File: src/rtl/posit_defines.sv
// Shared definitions for the posit accumulator sequencer: word width,
// accumulator timeout, NaR encoding and the sequencer state encoding.
package posit_defines;

    localparam int NBITS       = 32;
    localparam int ACC_TIMEOUT = 16;

    localparam logic [NBITS-1:0] NAR = {1'b1, {(NBITS-1){1'b0}}};

    typedef enum logic [2:0] {
        S_IDLE,
        S_FLUSH,
        S_FLUSH_WAIT,
        S_ISSUE,
        S_WAIT,
        S_HOLD,
        S_ERROR
    } state_t;

endpackage

File: src/rtl/posit_seq_timer.sv
// Down-counting watchdog for one accumulator operation. Loaded when an operand
// is issued, counts while waiting, and flags expiry at terminal count zero.
module posit_seq_timer #(
    parameter int TIMEOUT = 16
) (
    input  logic clk,
    input  logic reset_n,
    input  logic load,
    input  logic tick,
    output logic expired
);

    localparam int CW = $clog2(TIMEOUT + 1);

    logic [CW-1:0] count;

    always_ff @(posedge clk) begin
        if (!reset_n) begin
            count <= '0;
        end else if (load) begin
            count <= CW'(TIMEOUT);
        end else if (tick && (count != '0)) begin
            count <= count - CW'(1);
        end
    end

    assign expired = (count == '0);

endmodule

File: src/rtl/posit_accum_seq.sv
// Feeds posit terms one at a time into an external accumulator, flushing the
// accumulator's previous sum back to zero before a new sum begins.
//
// state      | meaning
// -----------+---------------------------------------------------------
// IDLE       | decide between flushing the held result or starting fresh
// FLUSH      | issue the negated held result to cancel the accumulator
// FLUSH_WAIT | wait for the flush result; retry, proceed or fail
// ISSUE      | accept one input term
// WAIT       | wait for the accumulator to return the running sum
// HOLD       | present the completed sum until the consumer takes it
// ERROR      | sticky failure, left only through reset
module posit_accum_seq #(
    parameter int NBITS       = posit_defines::NBITS,
    parameter int ACC_TIMEOUT = posit_defines::ACC_TIMEOUT,
    parameter int MAX_FLUSH   = 2
) (
    input  logic             clk,
    input  logic             reset_n,
    input  logic [NBITS-1:0] in_data,
    input  logic             in_valid,
    input  logic             in_last,
    output logic             in_ready,
    output logic [NBITS-1:0] acc_in,
    output logic             acc_start,
    input  logic [NBITS-1:0] acc_result,
    input  logic             acc_done,
    input  logic             acc_inf,
    input  logic             acc_zero,
    output logic [NBITS-1:0] sum_data,
    output logic             sum_valid,
    input  logic             sum_ready,
    output logic             sum_inf,
    output logic [15:0]      sum_terms,
    output logic             err
);

    import posit_defines::*;

    localparam int FW = $clog2(MAX_FLUSH + 2);

    state_t           state;
    state_t           state_next;
    logic [NBITS-1:0] held;
    logic             held_inf;
    logic [15:0]      term_cnt;
    logic [FW-1:0]    flush_cnt;
    logic             last_q;
    logic             expired;
    logic             issue_op;
    logic             flush_op;
    logic             timer_tick;
    logic             held_bad;
    logic             res_zero;
    logic             res_bad;

    assign held_bad = held_inf || (held == NAR);
    assign res_zero = acc_zero || (acc_result == '0);
    assign res_bad  = acc_inf || (acc_result == NAR);

    always_ff @(posedge clk) begin
        if (!reset_n) begin
            state <= S_IDLE;
        end else begin
            state <= state_next;
        end
    end

    always_comb begin
        state_next = state;
        case (state)
            S_IDLE: begin
                if (held_bad) begin
                    state_next = S_ERROR;
                end else if (held == '0) begin
                    state_next = S_ISSUE;
                end else begin
                    state_next = S_FLUSH;
                end
            end
            S_FLUSH: state_next = S_FLUSH_WAIT;
            S_FLUSH_WAIT: begin
                // A done arriving on the expiry cycle still counts as done.
                if (acc_done) begin
                    if (res_zero) begin
                        state_next = S_ISSUE;
                    end else if (res_bad) begin
                        state_next = S_ERROR;
                    end else if (flush_cnt < FW'(MAX_FLUSH)) begin
                        state_next = S_FLUSH;
                    end else begin
                        state_next = S_ERROR;
                    end
                end else if (expired) begin
                    state_next = S_ERROR;
                end
            end
            S_ISSUE: begin
                if (in_valid) begin
                    state_next = S_WAIT;
                end
            end
            S_WAIT: begin
                if (acc_done) begin
                    state_next = last_q ? S_HOLD : S_ISSUE;
                end else if (expired) begin
                    state_next = S_ERROR;
                end
            end
            S_HOLD: begin
                if (sum_ready) begin
                    state_next = S_IDLE;
                end
            end
            S_ERROR: state_next = S_ERROR;
            default: state_next = S_IDLE;
        endcase
    end

    always_comb begin
        in_ready   = 1'b0;
        sum_valid  = 1'b0;
        err        = 1'b0;
        timer_tick = 1'b0;
        issue_op   = 1'b0;
        flush_op   = 1'b0;
        case (state)
            S_FLUSH:      flush_op = 1'b1;
            S_FLUSH_WAIT: timer_tick = 1'b1;
            S_ISSUE: begin
                in_ready = 1'b1;
                issue_op = in_valid;
            end
            S_WAIT:       timer_tick = 1'b1;
            S_HOLD:       sum_valid = 1'b1;
            S_ERROR:      err = 1'b1;
            default:      ;
        endcase
    end

    always_ff @(posedge clk) begin
        if (!reset_n) begin
            acc_start <= 1'b0;
            acc_in    <= '0;
            held      <= '0;
            held_inf  <= 1'b0;
            term_cnt  <= '0;
            flush_cnt <= '0;
            last_q    <= 1'b0;
        end else begin
            acc_start <= issue_op || flush_op;
            if (state == S_IDLE) begin
                term_cnt  <= '0;
                flush_cnt <= '0;
            end
            if (issue_op) begin
                acc_in <= in_data;
                last_q <= in_last;
                if (term_cnt != 16'hFFFF) begin
                    term_cnt <= term_cnt + 16'd1;
                end
            end else if (flush_op) begin
                acc_in    <= -held;
                flush_cnt <= flush_cnt + FW'(1);
            end
            if (((state == S_WAIT) || (state == S_FLUSH_WAIT)) && acc_done) begin
                held     <= acc_result;
                held_inf <= res_bad;
            end
        end
    end

    posit_seq_timer #(
        .TIMEOUT (ACC_TIMEOUT)
    ) u_timer (
        .clk     (clk),
        .reset_n (reset_n),
        .load    (issue_op || flush_op),
        .tick    (timer_tick),
        .expired (expired)
    );

    assign sum_data  = held;
    assign sum_inf   = held_inf;
    assign sum_terms = term_cnt;

endmodule

File: config.mk
export PLATFORM = sky130hd
export DESIGN_NAME = posit_accum_seq
export DESIGN_NICKNAME = d
export VERILOG_FILES = /design/src/rtl/posit_defines.sv /design/src/rtl/posit_seq_timer.sv /design/src/rtl/posit_accum_seq.sv
export SDC_FILE = /design/constraint.sdc
export NUM_CORES = 1
export LEC_CHECK = 0
export CAP_MARGIN = 20
export CORE_UTILIZATION = 39
export CTS_BUF_LIST = sky130_fd_sc_hd__clkbuf_4
export CTS_CLUSTER_DIAMETER = 120
export CTS_CLUSTER_SIZE = 12
export DETAILED_ROUTE_END_ITERATION = 10
export GPL_ROUTABILITY_DRIVEN = 0
export PLACE_DENSITY_LB_ADDON = 0.25
export SETUP_SLACK_MARGIN = 0.2
export SYNTH_ARGS = -nofsm -noshare
export SYNTH_HDL_FRONTEND = slang
export SYNTH_HIERARCHICAL = 1
export SYNTH_SLANG_ARGS = --single-unit
File: constraint.sdc
create_clock -name clk -period 2.8 [get_ports clk]
set_clock_uncertainty 0.15 [all_clocks]
set_input_delay 0.56 -clock clk [delete_from_list [all_inputs] [get_ports clk]]
set_output_delay 0.56 -clock clk [all_outputs]
set_load 0.05 [all_outputs]
[Yosys cells after proc, flatten, opt, wreduce, memory -nomap -nowiden]
Index checks and enable logic that the tools add are counted.
Storage, ports and cells
  word-level logic and storage cells: 72
  input port bits: 72
  output and inout bits: 85
  register bits: 93
Cells by class
  reductions and logical operators: 17
  magnitude comparators: 1
  add/sub/neg operators: 4
  eq/ne operators: 11
  muxes and demuxes: 28
  bitwise operators: 1
Operators with widths (number)
  $eq 32x32->1 const B: 2
  $logic_not 32->1: 2
  $mux 32: 2
  $mux 16: 3
  $neg 32->32: 1
  $mux 3: 10
  $pmux 3 s7: 1
  $add 16x1->16 const B: 1
  $ne 16x16->1 const B: 1
  $mux 5: 2
  $eq 3x3->1 const B: 3
  $mux 2: 4
  $eq 3x2->1 const B: 2
  $mux 1: 6
  $logic_not 5->1: 1
  $logic_or 1x1->1: 5
  $reduce_bool 5->1: 1
  $sub 5x1->5 const B: 1
  $ne 2x2->1 const B: 2
  $reduce_bool 2->1: 2
  $reduce_or 2->1: 2
  $eq 3x1->1 const B: 1
  $logic_not 3->1: 1
  $add 2x1->2 const B: 1
  other kinds (4): 5

[Depth between registers and ports, before layout]
Gate-level depths: netlist of run 1.
  depth in word-level cells: 6
  gate-level depth with buffers: 9
  gate-level depth less buffers: 9

[Modules after synthesis]
The synthesis of run 1 kept the hierarchy.
Modules (own cells, without submodules)
  posit_accum_seq: instances 1, area an instance 4454.3 um^2, cells an instance 569, sequential area each 1761.7 um^2
  posit_seq_timer: instances 1, area an instance 239.0 um^2, cells an instance 27, sequential area each 100.1 um^2

[Least setup slack after synthesis of run 1]
Ideal clock, no wire load.
  kind: flip-flop to flip-flop
  start: register term_cnt[0] (netlist: sum_terms[0])
  end: register term_cnt[9] (netlist: sum_terms[9])
  arrival time: 2.204 ns
  cell stages (with the launch flop): 7
  period minus slack after synthesis: 2.476 ns
  setup slack: 0.324 ns
  path buffers: 0
  cells stage by stage: dfxtp_1 > ha_1 > nand3_2 > nor4_4 > nor2_2 > and4_1 > a311o_1
Between the ends
  cells in the longest elaborated chain, start to end: 3
  elaborated cells between the ends (all ways): 4
RTL lines
  from (decl): line posit_accum_seq.sv:46  | logic [15:0] term_cnt;
  from (signal assigned): line posit_accum_seq.sv:160  | term_cnt <= term_cnt + 16'd1;
  $add 16x1->16 / $ne 16x16->1 (equally long branches): line posit_accum_seq.sv:160, posit_accum_seq.sv:159
  $mux 16 (*): line posit_accum_seq.sv:159  | if (term_cnt != 16'hFFFF) begin
  $mux 16 (*): line posit_accum_seq.sv:156  | if (issue_op) begin
Every way passes the cells marked *; elsewhere a longest branch is shown, timed or not.
A chain may end at the register's enable or synchronous reset.

[Worst setup path in the final report of run 1]
  start: register held[14] (netlist: sum_data[14])
  end: output port sum_data[14]
RTL lines
  from (decl): line posit_accum_seq.sv:44  | logic [NBITS-1:0] held;
  from (signal assigned): line posit_accum_seq.sv:167  | held <= acc_result;
  to (decl): line posit_accum_seq.sv:30  | output logic [NBITS-1:0] sum_data,
No word-level cell between the ends.

==> results of run 1 <==
[registers in the layout (all words and copies together) (netlist names)]
| register | cells |
|---|---|
| last_q | 1 |
| acc_in | 32 |
| u_timer/count | 5 |
| sum_terms | 16 |
| sum_inf | 1 |
| sum_data | 32 |
| flush_cnt | 2 |
| acc_start | 1 |
| state | 3 |
[worst min-delay path: cells and delay by family (launching register included)]
| family | cells | cell delay, ns |
|---|---|---|
| DFF | 1 | 0.34 |
| AOI/OAI and AO/OA | 1 | 0.05 |
| and+or+nand+nor | 1 | 0.05 |
[cells in the final DEF, fill, tap and decap left out, types with 3 or more instances in the layout]
master           instances
or4_1                    7
nor2_1                  34
nand3b_1                 3
and3_1                   8
o21ai_0                 23
nor3_1                  16
ha_1                     3
o22ai_1                  6
or3_1                   12
buf_4                   21
a22oi_1                 21
nand4_1                 10
nand4b_1                 4
nor2b_1                  3
nor4_1                  19
mux2i_1                  5
nor3_2                   3
clkbuf_4                10
a21oi_1                 76
clkdlybuf4s50_1        153
inv_1                    8
xnor2_1                  9
nand2_1                106
dfxtp_1                 93
and4_1                   3
o221ai_1                 8
nand3_1                 19
o211ai_1                 4
xor2_1                  12
o31ai_1                  8
[cell type report]
cell class,instances,area share
Tap cell,143,0.02736
Clock inverter,3,0.006122
Inverter,10,0.005739
Clock buffer,10,0.01148
Multi-Input combinational cell,458,0.4064
Timing Repair Buffer,174,0.2583
Sequential cell,93,0.2847
[cells in the mapped netlist, types with 2 or more instances]
master | n | area [sq um]
nor2_1 | 34 | 127.6
nor3_2 | 2 | 20.02
nand3_1 | 19 | 95.09
nor4_2 | 2 | 25.02
nand4_1 | 10 | 62.56
o21ai_0 | 23 | 115.1
nand2b_1 | 2 | 12.51
mux2i_1 | 5 | 50.05
o221ai_1 | 8 | 70.07
or3_1 | 12 | 75.07
a311o_1 | 2 | 20.02
xnor2_1 | 9 | 78.83
o211ai_1 | 4 | 30.03
nand4b_1 | 4 | 35.03
o31ai_1 | 8 | 60.06
nand3b_1 | 3 | 22.52
and3_1 | 8 | 50.05
clkbuf_1 | 28 | 105.1
xor2_1 | 12 | 105.1
and4_1 | 3 | 26.28
nor3_1 | 17 | 85.08
ha_1 | 3 | 37.54
nor2_2 | 2 | 12.51
a21oi_1 | 76 | 380.4
o22ai_1 | 6 | 37.54
or4_1 | 7 | 52.55
inv_1 | 9 | 33.78
nand2_1 | 106 | 397.9
nand4_2 | 2 | 25.02
dfxtp_1 | 93 | 1862
a211oi_1 | 2 | 15.01
nor4_1 | 19 | 118.9
a22oi_1 | 21 | 157.7
nand3_2 | 2 | 20.02
nor2b_1 | 3 | 18.77
buf_2 | 5 | 25.02
[cell families (layout without fill, tap and decap cells)]
| logic type | count (synthesis) | count (layout) | synth area share |
|---|---|---|---|
| AOI/OAI and AO/OA | 164 | 164 | 0.2149 |
| xor gates and xnor gates | 21 | 21 | 0.03919 |
| adders and majority gates | 3 | 3 | 0.007999 |
| buffers and inverters | 45 | 197 | 0.03812 |
| DFF | 93 | 93 | 0.3967 |
| muxes | 6 | 6 | 0.01306 |
| and+or+nand+nor | 264 | 264 | 0.2901 |
[power by group]
part / internal [mW] / switching (mW)
sequential: 1.66 / 0.302
combinational: 1.53 / 2.78
clock: 0.266 / 0.428
total: 3.46 / 3.51
[stage by stage]
| step | hold WS [ns] | total power, mW |
|---|---|---|
| after floorplan | 0.3000 | 4.961 |
| after global placement | 0.2976 | 6.201 |
| after detailed placement | 0.3021 | 6.281 |
| after CTS | 0.3207 | 6.993 |
| after global routing | 0.3489 | 7.416 |
| final | 0.3206 | 6.967 |
[path summary, 6_finish.rpt]
path | start | slack (ns) | to | cells after the start
setup reg to reg | sum_data[0] | 0.39 | acc_in[20] | 7
hold reg to reg | acc_in[0] | 0.32 | acc_in[0] | 2
hold / removal | acc_in[0] | 0.32 | acc_in[0] | 2
setup / recovery | sum_data[14] | 0.27 | sum_data[14] | 1
[routing by layer]
| layer | wire length (um) | GRT usage |
|---|---|---|
| met5 | 0 | 0 |
| met4 | 168 | 0.06667 |
| met3 | 1140 | 0.04137 |
| met2 | 6728 | 0.3789 |
| met1 | 6513 | 0.3125 |
==> impl_results.md, run 1 <==
- Status: finished with violations
- Failing checks: DRC
- Die X: 111.7 um
- Vias per inst: 5.705
- Worst-margin pin slew: 0.5743 ns
- FMAX: 394.6 MHz
- ANT nets after route: 0
- Finish-stage setup viols: 0
- Area post-placement: 0.006425 sq mm
- Vias: 5083
- Residual DRC: 8
- Critical-path maximum fanout: 6
- Critical path cell sequence: clkdlybuf4s50_1
- Iter 0 DRT Violations: 300
- Final Hold Viols: 0
- Asr flop ratio synth: 0
- Multi-input logic area: 0.002658 sq mm
- Distinct cells, synth: 61
- PwrDens: 1065 mW/mm^2
- Post-Place Setup Slack: 0.2529 ns
- Mapped Area: 0.004693 sq mm
- Antenna diodes: 0
- Largest net degree at the start of global routing: 42
- Filler Cell Count: 1086
- Top Ports: 157
- Total iterations of the first detailed-routing run: 9
- Clock-pin slew on the worst setup and hold paths: 0.13 ns
- Critical-path top delay cell: clkdlybuf4s50_1
- Pins Over Slew Limit: 0
- Vias in the first global route: 4685
- Placed Instances: 878
- Total GRT Usage: 0.2319
- Port buffer count: 156
- CORE AREA: 0.01156 sq mm
- Core Util, Final: 0.5655
- Worst Setup Start Kind: flop
- Syn_area_per_cell: 7.875 sq um
- Worst VDD drop: 631.2 uV
- Worst path max stage delay: 0.88 ns
- Synth Register Bits: 93
- Setup TNS: 0 ns
- Max transition margin: 0.6142
- Sink Count: 93
- CTS tree: yes
- Initial antenna violation count: 0
- Hold-fix buffers at CTS: 0
- DP HPWL: 11.03 mm
- CTS H-tree lvls: 3
- RSZ-0062 raised after global routing: false
- Num CTS Buffers: 9
- Top_reg_cell synth: dfxtp_1
- Cell count after synthesis: 596
- Syn. warnings: 6
- Clock Path Buffers: 2
- Critical path class: flop to primary output
- Root buffer cell: clkbuf_4
- Share of layout cells above drive strength 1: 0.07086
- Area Growth Syn to Fin: 39.35%
- Final std cells w/o fill: 891
- Critical Path AT: 1.82 ns
- WL final: 14.55 mm
- NumNets Final: 821
- Final min period: 2.534 ns
- Die Y: 111.7 um
- Clk_lat worst skew: 0.44 ns
- Row cnt: 39
- Post-CTS Setup Bufs: 0
- Maxcap violations: 0
- Worst hold path type: flop to flop
- Final setup margin: 0.2659 ns
- Leak: 2.346 nW
- Initial core utilization: 0.4058
- Resize count post-CTS: 0
- Post-synth EDFFs: 0
- Die area: 0.01248 sq mm
- Critical path's top delay family: buffers and inverters
- WL/cell: 16.33 um
- Total grt overflow: 0
- Final instance area: 0.006540 sq mm
- Sequential cell area: 0.001862 sq mm
- Post-synth net total: 671
- Sequential cell area fraction in the yosys report: 0.3967
- Crit. End Element: primary output
- Req. time, crit path: 2.09 ns
- Part of the cycle the worst path needs: 0.9050
- First-pass GRT wire length: 23.34 mm
- Worst path bufs/invs: 1
Note: power is estimated with default switching activity, not from simulation.
==> run 2, diff against run 1 <==
CORE_UTILIZATION = 48   (was 39)
SLEW_MARGIN = 20   (was unset)
==> run 2 against run 1 <==
Net effect:
- the run now ends clean
- worst hold slack is essentially flat
- clock power is 9.4% higher
- critical path depth unchanged
- global-route usage grew 5.6 points
- final area barely moved
- fmax is essentially flat
- power rose by 1.9%
- combinational power rose by 1%
- die area is 18% lower
- register-to-register slack improved by 0.03 ns
- worst setup slack improved by 0.00079 ns
- critical endpoint is now sum_data[11]
==> impl_results.md, run 2 (synthesis gave the netlist of run 1 again) <==
- Status: complete, no violations
- Vias: 5103 (+0.39%)
- Critical path cell sequence: clkdlybuf4s50_1
- NumNets Final: 818 (-0.37%)
- Met3 Usage GRT: 0.05479 (+0.01341)
- Initial antenna violation count: 0 (unchanged)
- CORE AREA: 0.009371 sq mm (-19%)
- Critical Path AT: 1.82 ns (about the same)
- Most common cell after layout, fill and taps aside: clkdlybuf4s50_1
- Total grt overflow: 0 (unchanged)
- Part of the cycle the worst path needs: 0.9048 (about the same)
- ANT nets after route: 0 (unchanged)
- Share of layout cells above drive strength 1: 0.07219 (+0.001337)
- Maxcap violations: 0 (unchanged)
- Pins Over Slew Limit: 0 (unchanged)
- Root buffer cell: clkbuf_4
- Total GRT Usage: 0.2876 (+0.05568)
- Max transition margin: 0.6158 (+0.001661)
- FMAX: 394.7 MHz (about the same)
- DP HPWL: 11.12 mm (+0.81%)
- Final min period: 2.533 ns (-0.0007870 ns)
- Placed Instances: 861 (-1.9%)
- Worst hold path type: flop to flop
- Critical path class: flop to primary output
- WL/cell: 16.71 um (+2.3%)
- Critical path's top delay family: buffers and inverters
- Vias in the first global route: 4743 (+1.2%)
- Final Hold Viols: 0 (unchanged)
- Residual DRC: 0 (-8)
- Total iterations of the first detailed-routing run: 6 (-3)
- Vias per inst: 5.819 (+2.0%)
- CTS H-tree lvls: 3 (unchanged)
- M2 GR Usage: 0.4615 (+0.08266)
- Gr busiest metal: met2
- Req. time, crit path: 2.09 ns (about the same)
- Initial core utilization: 0.5008 (+0.09498)
- Iter 0 DRT Violations: 319 (+6.3%)
- RSZ-0062 raised after global routing: false
- Die X: 100.9 um (-9.7%)
- Clock Path Buffers: 2 (unchanged)
- Final std cells w/o fill: 877 (-1.6%)
- Clk_lat worst skew: 0.43 ns (about the same)
- Die area: 0.01018 sq mm (-18%)
- CTS tree: yes
- Worst-margin pin slew: 0.5720 ns (-0.002368 ns)
- Finish-stage setup viols: 0 (unchanged)
- PwrDens: 1087 mW/mm^2 (+2.0%)
- First-pass GRT wire length: 23.05 mm (-1.3%)
- Setup TNS: 0 ns (unchanged)
- Worst VDD drop: 504.3 uV (-20%)
- Row cnt: 35 (-10%)
- Worst path max stage delay: 0.88 ns (about the same)
- Crit. End Element: primary output
- Die Y: 100.9 um (-9.7%)
- Area Growth Syn to Fin: 39.22% (about the same)
- Clock-pin slew on the worst setup and hold paths: 0.16 ns (+0.03 ns)
- Post-CTS Setup Bufs: 0 (unchanged)
- Met1 usage in global routing: 0.3772 (+0.06461)
- Antenna diodes: 0 (unchanged)
- WL final: 14.65 mm (+0.69%)
- Largest net degree at the start of global routing: 34 (-19%)
- Critical-path maximum fanout: 6 (unchanged)
- Total power: 7.102 mW (+1.9%)
- Worst path bufs/invs: 1 (unchanged)
- Worst Setup Start Kind: flop
- Port buffer count: 156 (unchanged)
- Leak: 2.337 nW (-0.36%)
- Critical-path top delay cell: clkdlybuf4s50_1
- Top Ports: 157 (unchanged)
- Sink Count: 93 (unchanged)
- Worst hold-check slack: 0.3202 ns (-0.0004470 ns)
- Most frequent cells in the layout: clkdlybuf4s50_1, nand2_1, dfxtp_1, a21oi_1, nor2_1
- Num CTS Buffers: 9 (unchanged)
## run 2: cell count changes in the layout (fill, tap and decap cells not counted)
cell	change
nor2b_2	+1
clkinv_2	-2
clkinvlp_4	+2
buf_4	-3
inv_6	+1
clkinv_4	+2
nor2b_1	-1
## run 2: through the flow
| step | area (sq um) | utilization | setup WS [ns] |
|---|---|---|---|
| floorplan | 4693 | - | 0.3240 |
| global placement | 6385 | 0.6813 | 0.2480 |
| detailed placement | 6385 | 0.6813 | 0.1910 |
| CTS | 6531 | 0.6969 | 0.2627 |
| global route | 6534 | 0.6972 | 0.2053 |
| finish | 6534 | 0.6972 | 0.2667 |
## run 2: repair_timing
action	in CTS	in global routing
gates resized for setup	0	1
hold endpoints to repair	0	0
hold buffers	0	0
endpoints found under the setup margin	0	1
## run 2: path summary, 6_finish.rpt
| path | from | to | slack, ns | depth (start not counted) |
|---|---|---|---|---|
| max | sum_data[11] | sum_data[11] | 0.27 | 1 |
| min | acc_in[0] | acc_in[0] | 0.32 | 2 |
| max reg2reg | sum_terms[1] | sum_terms[7] | 0.42 | 6 |
| min reg2reg | acc_in[0] | acc_in[0] | 0.32 | 2 |
## run 2: per-layer routing
metal  up-vias  routed length (um)
met5         -                   0
met4         0                 414
met3        33                1024
met2       232                6849
met1      2351                6363
li1       2487                   -
## run 2: where the power goes
part	internal, mW	switching (mW)
combinational	1.55	2.81
clock	0.289	0.470
sequential	1.66	0.325
## run 2: area by class of cell
class	instances	area [sq um]
multi-input cells	458	2660
inverters	10	37.54
clock inverters	6	71.32
flip-flops and latches	93	1862
clock buffers	10	75.07
well taps	129	161.4
fillers	801	2838
repair buffers	171	1667
==> run 3, diff against run 2 <==
ABC_CLOCK_PERIOD_IN_PS = 2800   (was unset)
CELL_PAD_IN_SITES_DETAIL_PLACEMENT = 0   (was unset)
CELL_PAD_IN_SITES_GLOBAL_PLACEMENT = 2   (was unset)
CORE_UTILIZATION = 26   (was 48)
==> run 3 against run 2 <==
Net effect:
- utilization fell by 31 points
- non-clock buffer count grew 5
- clock power decreased by 8.7%
- routed wire length rose by 13%
- critical endpoint is now sum_data[6]
- highest routed layer unchanged
==> impl_results.md, run 3 (synthesis gave the netlist of run 1 again) <==
- Status: complete, no violations
- Vias in the first global route: 4683 (-1.3%)
- Worst-margin pin slew: 0.5448 ns (-0.02717 ns)
- Clock power frac: 0.098 (-0.009)
- Worst path bufs/invs: 1 (unchanged)
- Flop pwr share: 0.285 (+0.006)
- DP HPWL: 12.34 mm (+11%)
- RSZ-0062 raised after global routing: false
- Most frequent cells in the layout: clkdlybuf4s50_1, nand2_1, dfxtp_1, a21oi_1, nor2_1
- Critical-path maximum fanout: 6 (unchanged)
- Sink Count: 93 (unchanged)
- Metal-1 WL: 7.882 mm (+24%)
- Die Y: 136.4 um (+35%)
- Critical-path top delay cell: clkdlybuf4s50_1
- Part of the cycle the worst path needs: 0.8983 (-0.006443)
- Area post-placement: 0.006561 sq mm (+2.8%)
- Flop2flop setup slack: 0.51 ns (+0.09 ns)
- Largest net degree at the start of global routing: 34 (unchanged)
- Finish-stage setup viols: 0 (unchanged)
- Most common cell after layout, fill and taps aside: clkdlybuf4s50_1
- Req. time, crit path: 2.09 ns (about the same)
- Clock-pin slew on the worst setup and hold paths: 0.15 ns (about the same)
- Critical path class: flop to primary output
- PwrDens: 1052 mW/mm^2 (-3.2%)
- Worst VDD drop: 469.9 uV (-6.8%)
- Clk_lat worst skew: 0.47 ns (+0.04 ns)
- Vias: 5006 (-1.9%)
- Critical path's top delay family: buffers and inverters
- Final min period: 2.515 ns (-0.01804 ns)
- Total iterations of the first detailed-routing run: 4 (-2)
- Initial antenna violation count: 0 (unchanged)
- FMAX: 397.6 MHz (+0.72%)
- Maxcap violations: 0 (unchanged)
- Row cnt: 48 (+37%)
- CTS H-tree lvls: 3 (unchanged)
- Root buffer cell: clkbuf_4
- CTS tree: yes
- NumNets Final: 823 (+0.61%)
- Pins Over Slew Limit: 0 (unchanged)
- Share of layout cells above drive strength 1: 0.07835 (+0.006161)
- ANT nets after route: 0 (unchanged)
- Setup TNS: 0 ns (unchanged)
- Final instance area: 0.006711 sq mm (+2.7%)
- Top Ports: 157 (unchanged)
- Met2 wire len: 7.363 mm (+7.5%)
- Residual DRC: 0 (unchanged)
- Met3 Wirelength: 1.068 mm (+4.3%)
- WL final: 16.52 mm (+13%)
- Int Power: 3.418 mW (-2.2%)
- Combinational share of power: 0.617 (+0.003)
- WL/cell: 16.89 um (+1.1%)
- Total grt overflow: 0 (unchanged)
- Die X: 136.4 um (+35%)
- Max layer used: met4
- Num CTS Buffers: 9 (unchanged)
- Max transition margin: 0.6357 (+0.01984)
- Switching Fraction: 0.5161 (+0.008133)
- Crit. End Element: primary output
- Critical Path AT: 1.81 ns (about the same)
- Critical path cell sequence: clkdlybuf4s50_1
- Worst hold path type: flop to flop
- Leak: 2.515 nW (+7.6%)
- Placed Instances: 960 (+11%)
- Final Hold Viols: 0 (unchanged)
- Final std cells w/o fill: 978 (+12%)
- Worst path max stage delay: 0.85 ns (-0.03 ns)
- Worst Setup Start Kind: flop
- Vias per inst: 5.119 (-12%)
- CORE AREA: 0.01748 sq mm (+86%)
- Iter 0 DRT Violations: 309 (-3.1%)
- First-pass GRT wire length: 25.84 mm (+12%)
- Total GRT Usage: 0.1811 (-0.1066)
- Clock Path Buffers: 2 (unchanged)
- Net Sw Power: 3.646 mW (+1.1%)
- Initial core utilization: 0.2685 (-0.2323)
- Port buffer count: 156 (unchanged)
- Antenna diodes: 0 (unchanged)
- Die area: 0.01859 sq mm (+83%)
- Filler Cell Count: 1842 (+130%)
- Area Growth Syn to Fin: 43.00%
==> run 3: power by group through the flow <==
stage	sequential (mW)	combinational, mW	clock (mW)
global placement	2.04	4.36	0
floorplan	2.90	2.06	0
global route	2.06	4.72	0.774
finish	2.01	4.36	0.693
detailed placement	2.04	4.38	0
CTS	2.01	4.39	0.728
==> run 3: worst paths after layout <==
path,depth (start not counted),startpoint,endpoint
max,1,sum_data[6],sum_data[6]
min,2,acc_in[0],acc_in[0]
max reg2reg,6,sum_data[2],acc_in[19]
min reg2reg,2,acc_in[0],acc_in[0]
==> run 3: per-stage QoR <==
stage,worst slack [ns],hold slack [ns],total power [mW],utilization
after floorplan,0.3240,0.3000,4.961,-
after global placement,0.1476,0.3038,6.399,0.3754
after detailed placement,0.1442,0.3076,6.417,0.3754
after CTS,0.2008,0.3274,7.133,0.3819
after global routing,0.2011,0.3481,7.555,0.3840
final,0.2847,0.3251,7.064,0.3840
==> run 3: final cells by class <==
type | count | area (sq um) | area share
clock inverters | 6 | 40.04 | 0.005966
well taps | 225 | 281.5 | 0.04195
multi-input cells | 458 | 2666 | 0.3973
inverters | 10 | 37.54 | 0.005593
repair buffers | 176 | 1748 | 0.2604
clock buffers | 10 | 75.07 | 0.01119
flip-flops and latches | 93 | 1863 | 0.2776
==> run 3: what timing repair did <==
item,4_1_cts,5_1_grt
setup endpoints to repair,1,10
pin swaps,0,1
buffers inserted,0,2
hold buffers,0,0
gates resized for setup,1,9
==> run 3: metal layers <==
| layer | up-vias | global-route usage |
|---|---|---|
| li1 | 2494 | - |
| met1 | 2357 | 0.2524 |
| met2 | 139 | 0.2750 |
| met3 | 16 | 0.03990 |
| met4 | 0 | 0.05617 |
| met5 | - | 0 |
